==> src/rtl/ltl_report_collector.sv <==
// rtl/ltl_report_collector.sv - timestamps LTL monitor report hits and queues them in a FWFT FIFO
module ltl_report_collector #(
    parameter int NUM_REPORTS      = 4,
    parameter int FIFO_DEPTH       = 8,
    parameter int TS_WIDTH         = 16,
    parameter int CNT_WIDTH        = 16,
    parameter bit EDGE_MODE        = 1'b0,
    parameter bit HALT_ON_OVERFLOW = 1'b0
) (
    input  logic                            clk,
    input  logic                            reset,
    input  logic                            run,
    input  logic [NUM_REPORTS-1:0]          report_in,
    input  logic                            clear,
    output logic                            rec_valid,
    input  logic                            rec_ready,
    output logic [TS_WIDTH+NUM_REPORTS-1:0] rec_data,
    output logic                            any_hit,
    output logic [CNT_WIDTH-1:0]            hit_count,
    output logic [CNT_WIDTH-1:0]            drop_count,
    output logic                            overflow,
    output logic                            halted
);
    localparam int AW = $clog2(FIFO_DEPTH);
    localparam int CW = AW + 1;
    localparam int RW = TS_WIDTH + NUM_REPORTS;

    typedef enum logic {ARMED, HALTED} state_t;
    state_t state, state_next;

    logic [RW-1:0]          mem [FIFO_DEPTH];
    logic [AW-1:0]          wr_ptr, rd_ptr;
    logic [CW-1:0]          count;
    logic [TS_WIDTH-1:0]    ts;
    logic [NUM_REPORTS-1:0] prev;
    logic [NUM_REPORTS-1:0] hit;
    logic                   capture, full, pop, push, drop;

    always_comb begin
        hit     = EDGE_MODE ? (report_in & ~prev) : report_in;
        capture = (state == ARMED) && run && (hit != '0);
        full    = (count == CW'(FIFO_DEPTH));
        pop     = rec_valid && rec_ready;
        // A full FIFO still accepts the push when the head leaves in the same cycle.
        push    = capture && (!full || pop);
        drop    = capture && full && !pop;
    end

    always_comb begin
        state_next = state;
        if (clear)
            state_next = ARMED;
        else if (state == ARMED && drop && HALT_ON_OVERFLOW)
            state_next = HALTED;
    end

    always_ff @(posedge clk) begin
        if (reset)
            state <= ARMED;
        else
            state <= state_next;
    end

    always_ff @(posedge clk) begin
        if (push && !reset && !clear)
            mem[wr_ptr] <= {ts, hit};
    end

    always_ff @(posedge clk) begin
        if (reset || clear) begin
            wr_ptr     <= '0;
            rd_ptr     <= '0;
            count      <= '0;
            ts         <= '0;
            prev       <= '0;
            any_hit    <= 1'b0;
            hit_count  <= '0;
            drop_count <= '0;
            overflow   <= 1'b0;
        end else begin
            if (run) begin
                ts   <= ts + TS_WIDTH'(1);
                prev <= report_in;
            end
            if (push)
                wr_ptr <= wr_ptr + AW'(1);
            if (pop)
                rd_ptr <= rd_ptr + AW'(1);
            if (push && !pop)
                count <= count + CW'(1);
            else if (pop && !push)
                count <= count - CW'(1);
            if (capture) begin
                any_hit <= 1'b1;
                if (hit_count != '1)
                    hit_count <= hit_count + CNT_WIDTH'(1);
            end
            if (drop) begin
                overflow <= 1'b1;
                if (drop_count != '1)
                    drop_count <= drop_count + CNT_WIDTH'(1);
            end
        end
    end

    assign rec_valid = (count != '0);
    assign rec_data  = mem[rd_ptr];
    assign halted    = (state == HALTED);
endmodule

==> config.mk <==
export PLATFORM = sky130hd
export DESIGN_NAME = ltl_report_collector
export DESIGN_NICKNAME = d
export VERILOG_FILES = /design/src/rtl/ltl_report_collector.sv
export SDC_FILE = /design/constraint.sdc
export NUM_CORES = 1
export LEC_CHECK = 0
export BUFFER_PORTS_ARGS = -buffer_cell sky130_fd_sc_hd__buf_2
export CELL_PAD_IN_SITES_DETAIL_PLACEMENT = 0
export CELL_PAD_IN_SITES_GLOBAL_PLACEMENT = 1
export CORE_UTILIZATION = 51
export CTS_CLUSTER_DIAMETER = 50
export DETAILED_ROUTE_END_ITERATION = 10
export GPL_TIMING_DRIVEN = 0
export PLACE_DENSITY = 0.81
export SLEW_MARGIN = 15
export SYNTH_ARGS = -nofsm -noshare
export SYNTH_HDL_FRONTEND = slang
export SYNTH_SLANG_ARGS = --single-unit
==> constraint.sdc <==
create_clock -name clk -period 4.45 [get_ports clk]
set_input_delay 0.89 -clock clk [delete_from_list [all_inputs] [get_ports clk]]
set_output_delay 0.89 -clock clk [all_outputs]
set_load 0.1 [all_outputs]
== Yosys cells after proc, flatten, opt, wreduce, memory -nomap -nowiden ==
Memories as Yosys holds them, arrays and structs flattened. A register that Yosys moved wholly into a read port is not among the register bits.
Cells that the tools add are included.

* Reduce and logical (&&, ||, !) cells: 21
* Mux-type cells: 6
* Equal/unequal tests: 3
* Add/subtract/negate cells: 7

{| class="wikitable"
|+ Operator list
! operator !! count
|-
| adder 16 x 1 -> 16 bit (second input constant) || 3
|-
| != test 16 bit (second input constant) || 2
|-
| logical AND 1 bit || 9
|-
| 2-to-1 mux 4 bit || 2
|-
| nonzero test 4 bit || 2
|-
| adder 3 x 1 -> 3 bit (second input constant) || 2
|-
| 2-to-1 mux 3 bit || 2
|-
| logical NOT 1 bit || 5
|-
| adder 4 x 1 -> 4 bit (second input constant) || 1
|-
| equality test 4 bit (second input constant) || 1
|-
| AND reduction 2 bit || 2
|-
| subtractor 4 x 1 -> 4 bit (second input constant) || 1
|-
| logical OR 1 bit || 2
|-
| 2-to-1 mux 1 bit || 2
|-
| nonzero test 2 bit || 1
|}

* Flip-flop bits (word level): 60
* RAM bits: 160
* Bits of input ports: 9
* Logic and storage cells: 46
* Output and inout bits: 56
* Memories: 1

{| class="wikitable"
|+ Memory list
! memory !! words !! bits a word !! rd ports !! clocked after memory_dff !! wr ports !! line !! RTL
|-
| mem || 8 || 20 || 1 || 1 || 1 || 31 || <nowiki>logic [RW-1:0] mem [FIFO_DEPTH];</nowiki>
|}

== Logic depth before layout (Yosys ltp) ==
Gate-level depths: netlist (run 1).

* Word-level depth: 8
* Gate-level depth with buffers: 11
* Mapped depth without buffers: 9

== Worst setup path after synthesis (run 1) ==
Ideal clock, no wire load.

* Path kind: input-to-reg
* Start point: in run
* End point: mem mem[4][0] in the netlist's numbering, enable pin
* Library setup time: 422 ps
* Setup slack: 794 ps
* Stages: 6
* Required time: 4,028 ps
* Arrival time: 3,234 ps
* Path buffers: 2
* Cells stage by stage: buf_4 o41ai_2 clkbuf_1 a21oi_1 nand3_1 nor3_1

* Cells in the longest elaborated chain, start to end: 6

{| class="wikitable"
|+ Ends and longest elaborated chain
! element !! line !! RTL
|-
| start, declared || 12 || <nowiki>input logic run,</nowiki>
|-
| logical AND 1 bit || 41 || <nowiki>capture = (state == ARMED) && run && (hit != '0);</nowiki>
|-
| logical AND 1 bit || 45 || <nowiki>push = capture && (!full || pop);</nowiki>
|-
| logical AND 1 bit (2 in series) || 65 || <nowiki>if (push && !reset && !clear)</nowiki>
|-
| 2-to-1 mux 1 bit || 65 ||
|-
| 2-to-1 mux 1 bit (not written as such) || 66 || <nowiki>mem[wr_ptr] <= {ts, hit};</nowiki>
|-
| end, declared || 31 ||
|}

Every way passes these cells.

==> summary.json, run 1 <==
{
  "outcome": {"value": "completed"},
  "critPathMaxFanout": {"value": 10},
  "crit-reg2reg-capture": {"value": "count[3]"},
  "synth_area_per_cell": {"value": 15.28, "unit": "µm²"},
  "die_extent_in_x": {"value": 136.0, "unit": "µm"},
  "finalCriticalPeriod": {"value": 3.442, "unit": "ns"},
  "mostFrequentLayoutCell": {"value": "sky130_fd_sc_hd__edfxtp_1"},
  "first_global_vias": {"value": 5305},
  "slew_violations": {"value": 0},
  "worst_clock_skew": {"value": 0.01060, "unit": "ns"},
  "synth-warning-count": {"value": 0},
  "post_layout_nonfiller_instances": {"value": 933},
  "tritoncts.num_buffers": {"value": 23},
  "layout.filler_cells": {"value": 1344},
  "clkLatencyLatePin": {"value": 0.50, "unit": "ns"},
  "detail-route-antenna-nets": {"value": 0},
  "portBuffers": {"value": 62},
  "fin_tns_setup": {"value": 0, "unit": "ns"},
  "postSynthRegisterBits": {"value": 223},
  "power.total": {"value": 4554, "unit": "µW"},
  "die_area": {"value": 18490, "unit": "µm²"},
  "cts_tree": {"value": "done"},
  "cts_root_buf": {"value": "sky130_fd_sc_hd__clkbuf_16"},
  "antenna_found_initial": {"value": 0},
  "worstPathArrival": {"value": 2.55, "unit": "ns"},
  "peakVddDrop": {"value": 0.2667, "unit": "mV"},
  "rsz0062_at_grt": {"value": "false"},
  "timing.reg2reg.worst_path_depth": {"value": 9},
  "cp_data_required_time": {"value": 3.56, "unit": "ns"},
  "fp.coreArea": {"value": 17420, "unit": "µm²"},
  "slew_headroom": {"value": 39.42, "unit": "%"},
  "cts.sinks": {"value": 223},
  "syn_nets": {"value": 617},
  "synth_edf_count": {"value": 160},
  "synth_area": {"value": 9154, "unit": "µm²"},
  "ctsLongestPathBuffers": {"value": 3},
  "end_kind": {"value": "output pin"},
  "dpl.hpwl": {"value": 11810, "unit": "µm"},
  "routed_wl": {"value": 18670, "unit": "µm"},
  "reg2reg_setup_slack": {"value": 1.74, "unit": "ns"},
  "powerDensity": {"value": 427.5, "unit": "nW/µm²"},
  "most-common-layout-cells": {"value": "160 x sky130_fd_sc_hd__edfxtp_1, 71 x sky130_fd_sc_hd__buf_2, 63 x sky130_fd_sc_hd__dfxtp_1"},
  "clk_pin_slew_worst_paths": {"value": 0.06, "unit": "ns"},
  "synth-async-reset-ratio": {"value": 0, "unit": "%"},
  "placement.setup.worst_slack": {"value": 0.6938, "unit": "ns"},
  "htreeDepth": {"value": 1},
  "finalWeightedCongestion": {"value": 0.8136},
  "yosysSeqAreaShare": {"value": 66.27, "unit": "%"},
  "min-delay-path-class": {"value": "register to register"},
  "worstMarginPinSlew": {"value": 0.8961, "unit": "ns"},
  "post-route-util": {"value": 61.16, "unit": "%"},
  "timing_worst_setup_path_type": {"value": "register to output pin"},
  "drcViolationCount": {"value": 0},
  "postLayoutSetupSlackWorst": {"value": 1.008, "unit": "ns"},
  "maxClockFrequency": {"value": 290.5, "unit": "MHz"},
  "synthCells": {"value": 599},
  "detailed_routing_iterations_pass_1": {"value": 4},
  "post-cts-setup-buffers": {"value": 0},
  "io_pins": {"value": 65},
  "critical_path.reg2reg.startpoint": {"value": "count[0]"},
  "area_growth_syn_to_layout": {"value": 16.37, "unit": "%"},
  "dp.cells": {"value": 891},
  "initial_core_util": {"value": 52.56, "unit": "%"},
  "pin_count_of_the_biggest_net_entering_global_routing": {"value": 21},
  "wl_per_cell": {"value": 20.01, "unit": "µm"},
  "number_of_gates_resized_after_cts": {"value": 0},
  "total_number_of_placement_rows": {"value": 48},
  "worst_hold_startpoint": {"value": "any_hit"},
  "min_period_over_period": {"value": 77.35, "unit": "%"},
  "final_layout_size_suffix_gt1_share": {"value": 27.12, "unit": "%"},
  "setup-violations-final": {"value": 0},
  "whs_path_depth": {"value": 2},
  "synth_top_flop_cell": {"value": "sky130_fd_sc_hd__edfxtp_1"},
  "hold_viol_final": {"value": 0},
  "min_to": {"value": "any_hit"},
  "synthDistinctLibCells": {"value": 53},
  "drt-vias-per-instance": {"value": 5.872},
  "leakagePower": {"value": 0.003808, "unit": "µW"},
  "cts_hold_buffers": {"value": 0},
  "num_antenna_cells": {"value": 0},
  "critPathLaunchType": {"value": "register"},
  "drtIter0Drc": {"value": 365},
  "vias": {"value": 5479},
  "timing.max_cap.violations": {"value": 0},
  "global_route_wire_length_before_repair": {"value": 29240, "unit": "µm"},
  "finish.net_count": {"value": 709},
  "groute.usage.overall": {"value": 20.85, "unit": "%"},
  "overflow": {"value": 0},
  "die_height": {"value": 136.0, "unit": "µm"}
}
## report_power, final
part,switching [µW],internal [µW]
Clock,768,1240
Sequential,14.3,2220
Combinational,218,90.6
## final cells by class
cell class / instances / area [µm²] / share of cell area (%)
plain buffers: 33 / 142.6 / 1.339
clock buffers: 24 / 579.3 / 5.438
clock inverters: 18 / 227.7 / 2.138
inverters: 6 / 22.52 / 0.2114
multi-input cells: 337 / 2978 / 27.95
flip-flops and latches: 223 / 6066 / 56.94
well taps: 225 / 281.5 / 2.643
repair buffers: 67 / 355.3 / 3.336
## layer usage
metal	vias to the layer above	wire length [µm]	GRT usage, %	share of wire, %
li1	2550	-	-	-
met1	2758	8113	28.05	43
met2	142	9494	35.71	51
met3	29	755	2.573	4.0
met4	0	310	5.864	1.7
met5	-	0	0	0
## cell families (layout without fill, tap and decap cells)
kind of cell,count (synthesis),count (layout),synth area share [%]
flip-flops,223,223,66.27
AND/OR/NAND/NOR,165,165,9.500
multiplexers,78,78,14.27
AO/OA/AOI/OAI,68,68,5.276
buffers and inverters,39,148,1.804
XOR/XNOR,16,16,1.531
adder cells (fa/ha/maj),9,9,1.312
other,1,1,0.04097
## sequential cells by signal, summed over array words and instances, names as in the netlist, named ones only
signal / cells
rd_ptr: 3
count: 4
drop_count: 16
overflow: 1
hit_count: 16
wr_ptr: 3
mem: 160
ts: 16
any_hit: 1
## through the flow
| step | hold slack [ns] | area [µm²] |
|---|---|---|
| 2_1_floorplan | 0.4847 | 9154 |
| 3_3_place_gp | 0.4524 | 9746 |
| 3_5_place_dp | 0.4642 | 9846 |
| 4_1_cts | 0.4782 | 10650 |
| 5_1_grt | 0.5133 | 10650 |
| 6_report | 0.4727 | 10650 |
## critical path: stages, from the launching register on
cell,delay [ns]
sky130_fd_sc_hd__dfxtp_1,0.32
sky130_fd_sc_hd__clkbuf_1,0.17
sky130_fd_sc_hd__buf_2,0.40
sky130_fd_sc_hd__mux4_2,0.55
sky130_fd_sc_hd__mux2_2,0.31
sky130_fd_sc_hd__buf_2,0.30
## Yosys cell counts (all sizes together), types with 7 or more instances
| cell | n | area share [%] |
|---|---|---|
| a21oi | 17 | 0.93 |
| and4 | 8 | 0.77 |
| buf | 13 | 0.74 |
| clkbuf | 20 | 0.82 |
| dfxtp | 63 | 14 |
| edfxtp | 160 | 52 |
| ha | 8 | 1.1 |
| mux2 | 20 | 2.5 |
| mux2i | 18 | 2.0 |
| mux4 | 40 | 9.8 |
| nand2 | 36 | 1.5 |
| nand3 | 13 | 0.71 |
| nand4 | 10 | 0.68 |
| nor2 | 41 | 1.7 |
| nor3 | 7 | 0.38 |
| o21ai | 7 | 0.38 |
| or3 | 17 | 1.2 |
| or4 | 8 | 0.66 |
| xnor2 | 7 | 0.67 |
| xor2 | 9 | 0.86 |
## worst max-delay path by stage
stage / startpoint / to / slack, ns / cells after the start
finish: register / rec_data[19] / 1.01 / 5
global placement: report_in[1] / mem[4][11] / -0.87 / 6
global route: register / rec_data[19] / 0.90 / 5
detailed placement: report_in[1] / count[3] / 0.69 / 11
floorplan: run / mem[4][0] / 0.79 / 6
CTS: register / rec_data[19] / 0.97 / 5
No activity file was read; power rests on OpenSTA's default activity.
==> run 2: changes to the inputs <==
ABC_AREA = 1   (was not set)
CORE_UTILIZATION = 43   (was 51)
PLACE_DENSITY = 0.77   (was 0.81)
clock period = 3.1 ns   (was 4.45 ns; I/O delays follow)
==> summary.json, run 2 <==
{
  "powerDensity": {"value": 618.8, "unit": "nW/µm²", "change": "+45%"},
  "peakVddDrop": {"value": 0.3311, "unit": "mV", "change": "+24%"},
  "wl_per_cell": {"value": 15.58, "unit": "µm", "change": "-22%"},
  "final_layout_size_suffix_gt1_share": {"value": 17.28, "unit": "%", "change": "-9.8 points"},
  "yosysTopAreaCellShare": {"value": 50.03, "unit": "%", "change": "-2.5 points"},
  "drcViolationCount": {"value": 0, "change": "unchanged"},
  "groute.usage.overall": {"value": 18.95, "unit": "%", "change": "-1.9 points"},
  "postSynthRegisterBits": {"value": 223, "change": "unchanged"},
  "post_layout_nonfiller_instances": {"value": 1345, "change": "+44%"},
  "regMostFlops": {"value": "mem"},
  "antenna_found_initial": {"value": 0, "change": "unchanged"},
  "min-delay-path-class": {"value": "primary input to register"},
  "critPathLaunchType": {"value": "register"},
  "power.total": {"value": 7001, "unit": "µW", "change": "+54%"},
  "slew_violations": {"value": 0, "change": "unchanged"},
  "synth-async-reset-ratio": {"value": 0, "unit": "%", "change": "unchanged"},
  "vias": {"value": 6786, "change": "+24%"},
  "synth_area": {"value": 9604, "unit": "µm²", "change": "+4.9%"},
  "first_global_vias": {"value": 6536, "change": "+23%"},
  "timing.max_cap.violations": {"value": 0, "change": "unchanged"},
  "timing.reg2reg.worst_path_depth": {"value": 8, "change": "-1"},
  "portBuffers": {"value": 62, "change": "unchanged"},
  "mostFrequentLayoutCell": {"value": "sky130_fd_sc_hd__nand2_1"},
  "setup-violations-final": {"value": 0, "change": "unchanged"},
  "syn_nets": {"value": 963, "change": "+56%"},
  "cts_tree": {"value": "done"},
  "pin_count_of_the_biggest_net_entering_global_routing": {"value": 21, "change": "unchanged"},
  "most-common-layout-cells": {"value": "186 x sky130_fd_sc_hd__nand2_1, 165 x sky130_fd_sc_hd__nor2_1, 160 x sky130_fd_sc_hd__edfxtp_1"},
  "die_height": {"value": 151.5, "unit": "µm", "change": "+11%"},
  "cts.sinks": {"value": 223, "change": "unchanged"},
  "min_to": {"value": "ts[0]"},
  "synth_area_per_cell": {"value": 10.16, "unit": "µm²", "change": "-33%"},
  "worst_clock_skew": {"value": 0.01236, "unit": "ns", "change": "+0.001753 ns"},
  "dpl.hpwl": {"value": 14250, "unit": "µm", "change": "+21%"},
  "leakagePower": {"value": 0.004033, "unit": "µW", "change": "+5.9%"},
  "slew_headroom": {"value": 48.52, "unit": "%", "change": "+9.1 points"},
  "cts_hold_buffers": {"value": 0, "change": "unchanged"},
  "yosysSeqAreaShare": {"value": 63.16, "unit": "%", "change": "-3.1 points"},
  "drtIter0Drc": {"value": 366, "change": "+0.27%"},
  "synthCells": {"value": 945, "change": "+58%"},
  "synth_edf_count": {"value": 160, "change": "unchanged"},
  "total_number_of_placement_rows": {"value": 54, "change": "+13%"},
  "finalCriticalPeriod": {"value": 2.910, "unit": "ns"},
  "worst_hold_startpoint": {"value": "run"},
  "postLayoutSetupSlackWorst": {"value": 0.1902, "unit": "ns", "change": "-0.8178 ns"},
  "critPathMaxFanout": {"value": 10, "change": "unchanged"},
  "tritoncts.num_buffers": {"value": 27, "change": "+17%"},
  "synth_top_flop_cell": {"value": "sky130_fd_sc_hd__edfxtp_1"},
  "area_growth_syn_to_layout": {"value": 17.81, "unit": "%"},
  "clk_pin_slew_worst_paths": {"value": 0.06, "unit": "ns", "change": "about the same"},
  "synth.largest_area_cell": {"value": "sky130_fd_sc_hd__edfxtp_1"},
  "largest_register_ffs": {"value": 160, "change": "unchanged"},
  "routed_wl": {"value": 20950, "unit": "µm", "change": "+12%"},
  "detailed_routing_iterations_pass_1": {"value": 4, "change": "unchanged"},
  "synth.top_cells.by_count": {"value": "186 x sky130_fd_sc_hd__nand2_1, 169 x sky130_fd_sc_hd__nor2_1, 160 x sky130_fd_sc_hd__edfxtp_1"},
  "hold_viol_final": {"value": 0, "change": "unchanged"},
  "synth.area.top_cells": {"value": "sky130_fd_sc_hd__edfxtp_1 50%, sky130_fd_sc_hd__dfxtp_1 13%, sky130_fd_sc_hd__nand2_1 7.3%, sky130_fd_sc_hd__nor2_1 6.6%, sky130_fd_sc_hd__o21ai_0 3.2%"},
  "maxClockFrequency": {"value": 343.7, "unit": "MHz"},
  "cts_root_buf": {"value": "sky130_fd_sc_hd__clkbuf_16"},
  "end_kind": {"value": "output pin"},
  "placement.setup.worst_slack": {"value": -0.09911, "unit": "ns", "change": "-0.7929 ns"},
  "rsz0062_at_grt": {"value": "false"},
  "io_pins": {"value": 65, "change": "unchanged"},
  "timing_worst_setup_path_type": {"value": "register to output pin"},
  "finish.net_count": {"value": 1062, "change": "+50%"},
  "worst_hold_slack": {"value": 0.3614, "unit": "ns", "change": "-0.1113 ns"},
  "cp_data_required_time": {"value": 2.48, "unit": "ns", "change": "-1.08 ns"},
  "clkLatencyLatePin": {"value": 0.53, "unit": "ns", "change": "+0.03 ns"},
  "critical_path.reg2reg.startpoint": {"value": "count[0]"},
  "die_area": {"value": 22940, "unit": "µm²", "change": "+24%"},
  "drt-vias-per-instance": {"value": 5.045, "change": "-14%"},
  "yosysMostFrequentCell": {"value": "sky130_fd_sc_hd__nand2_1"},
  "worstPathArrival": {"value": 2.29, "unit": "ns", "change": "-0.26 ns"},
  "reg2reg_setup_slack": {"value": 0.59, "unit": "ns", "change": "-1.15 ns"},
  "initial_core_util": {"value": 43.87, "unit": "%", "change": "-8.7 points"},
  "die_extent_in_x": {"value": 151.5, "unit": "µm", "change": "+11%"},
  "outcome": {"value": "completed"},
  "worstMarginPinSlew": {"value": 0.7681, "unit": "ns", "change": "-0.1280 ns"},
  "min_period_over_period": {"value": 93.86, "unit": "%"},
  "synth-warning-count": {"value": 0, "change": "unchanged"},
  "ctsLongestPathBuffers": {"value": 3, "change": "unchanged"},
  "post-cts-setup-buffers": {"value": 0, "change": "unchanged"},
  "whs_path_depth": {"value": 2, "change": "unchanged"},
  "overflow": {"value": 0, "change": "unchanged"},
  "dp.cells": {"value": 1296, "change": "+45%"},
  "global_route_wire_length_before_repair": {"value": 33780, "unit": "µm", "change": "+16%"},
  "synthDistinctLibCells": {"value": 39, "change": "-26%"},
  "crit-reg2reg-capture": {"value": "mem[0][17]"},
  "fp.coreArea": {"value": 21890, "unit": "µm²", "change": "+26%"},
  "htreeDepth": {"value": 1, "change": "unchanged"},
  "fin_tns_setup": {"value": 0, "unit": "ns", "change": "unchanged"},
  "detail-route-antenna-nets": {"value": 0, "change": "unchanged"},
  "num_antenna_cells": {"value": 0, "change": "unchanged"},
  "finalWeightedCongestion": {"value": 0.7717, "change": "-5.1%"}
}
run 2: cell count changes in the layout (fill, tap and decap cells not counted), moves of 22 or more:
cell | previous run | this run
sky130_fd_sc_hd__nand2_1 | 36 | 186
sky130_fd_sc_hd__nor2_1 | 35 | 165
sky130_fd_sc_hd__o21ai_0 | 7 | 62
sky130_fd_sc_hd__inv_1 | 6 | 52
sky130_fd_sc_hd__mux4_2 | 40 | 0
sky130_fd_sc_hd__buf_4 | 5 | 27
run 2: critical path: stages (launching register included):
cell and delay, ns:
sky130_fd_sc_hd__dfxtp_1 0.30, sky130_fd_sc_hd__buf_2 0.22, sky130_fd_sc_hd__clkbuf_1 0.38, sky130_fd_sc_hd__o21ai_0 0.16, sky130_fd_sc_hd__o22ai_1 0.21, sky130_fd_sc_hd__nand2_1 0.12, sky130_fd_sc_hd__nand2_1 0.09, sky130_fd_sc_hd__buf_4 0.28
run 2: worst max path at each step:
stage	end	start	cells past startpoint
2_1_floorplan	mem[0][0]	run	5
3_3_place_gp	mem[0][18]	report_in[1]	7
3_5_place_dp	mem[0][14]	report_in[1]	9
4_1_cts	rec_data[19]	register	7
5_1_grt	rec_data[4]	register	7
6_report	rec_data[8]	register	7
run 2: layout make-up:
type | count | area, µm²
plain buffers | 38 | 201.4
clock buffers | 30 | 686.9
clock inverters | 20 | 176.4
fillers | 2034 | 10580
inverters | 56 | 210.2
multi-input cells | 627 | 3173
flip-flops and latches | 223 | 6066
well taps | 280 | 350.3
repair buffers | 71 | 450.4
run 2: cell families (layout without fill, tap and decap cells):
kind of cell | Yosys count | in the layout | share of synthesized area (%)
AO/OA/AOI/OAI | 141 | 141 | 8.768
XOR/XNOR | 13 | 13 | 1.186
adder cells (fa/ha/maj) | 9 | 9 | 1.251
buffers and inverters | 95 | 215 | 4.221
flip-flops | 223 | 223 | 63.16
multiplexers | 20 | 20 | 2.084
other | 1 | 1 | 0.03905
AND/OR/NAND/NOR | 443 | 443 | 19.29
run 2: report_power, final:
part | total [µW] | switching, µW | internal (µW)
logic | 770 | 586 | 184
registers | 3220 | 24.5 | 3190
clock network | 3010 | 1230 | 1780
total | 7000 | 1840 | 5160
run 2: metal layers:
layer | vias to the layer above | wire length [µm] | track usage, % | share of wire (%)
li1 | 3451 | - | - | -
met1 | 3174 | 9674 | 25.46 | 46
met2 | 137 | 10060 | 32.37 | 48
met3 | 24 | 980 | 2.784 | 4.7
met4 | 0 | 235 | 4.200 | 1.1
met5 | - | 0 | 0 | 0
run 2: timing repair:
item / in CTS / in global routing
gates cloned: 0 / 0
pin swaps: 0 / 0
resized for setup: 21 / 14
hold endpoints to repair: 0 / 0
setup endpoints to repair: 20 / 20
run 2: per-stage QoR:
stage	utilization [%]	cell area, µm²
after floorplan	-	9604
after detailed placement	47.49	10400
after global routing	51.69	11310
after CTS	51.66	11310
after global placement	46.89	10260
final	51.69	11310
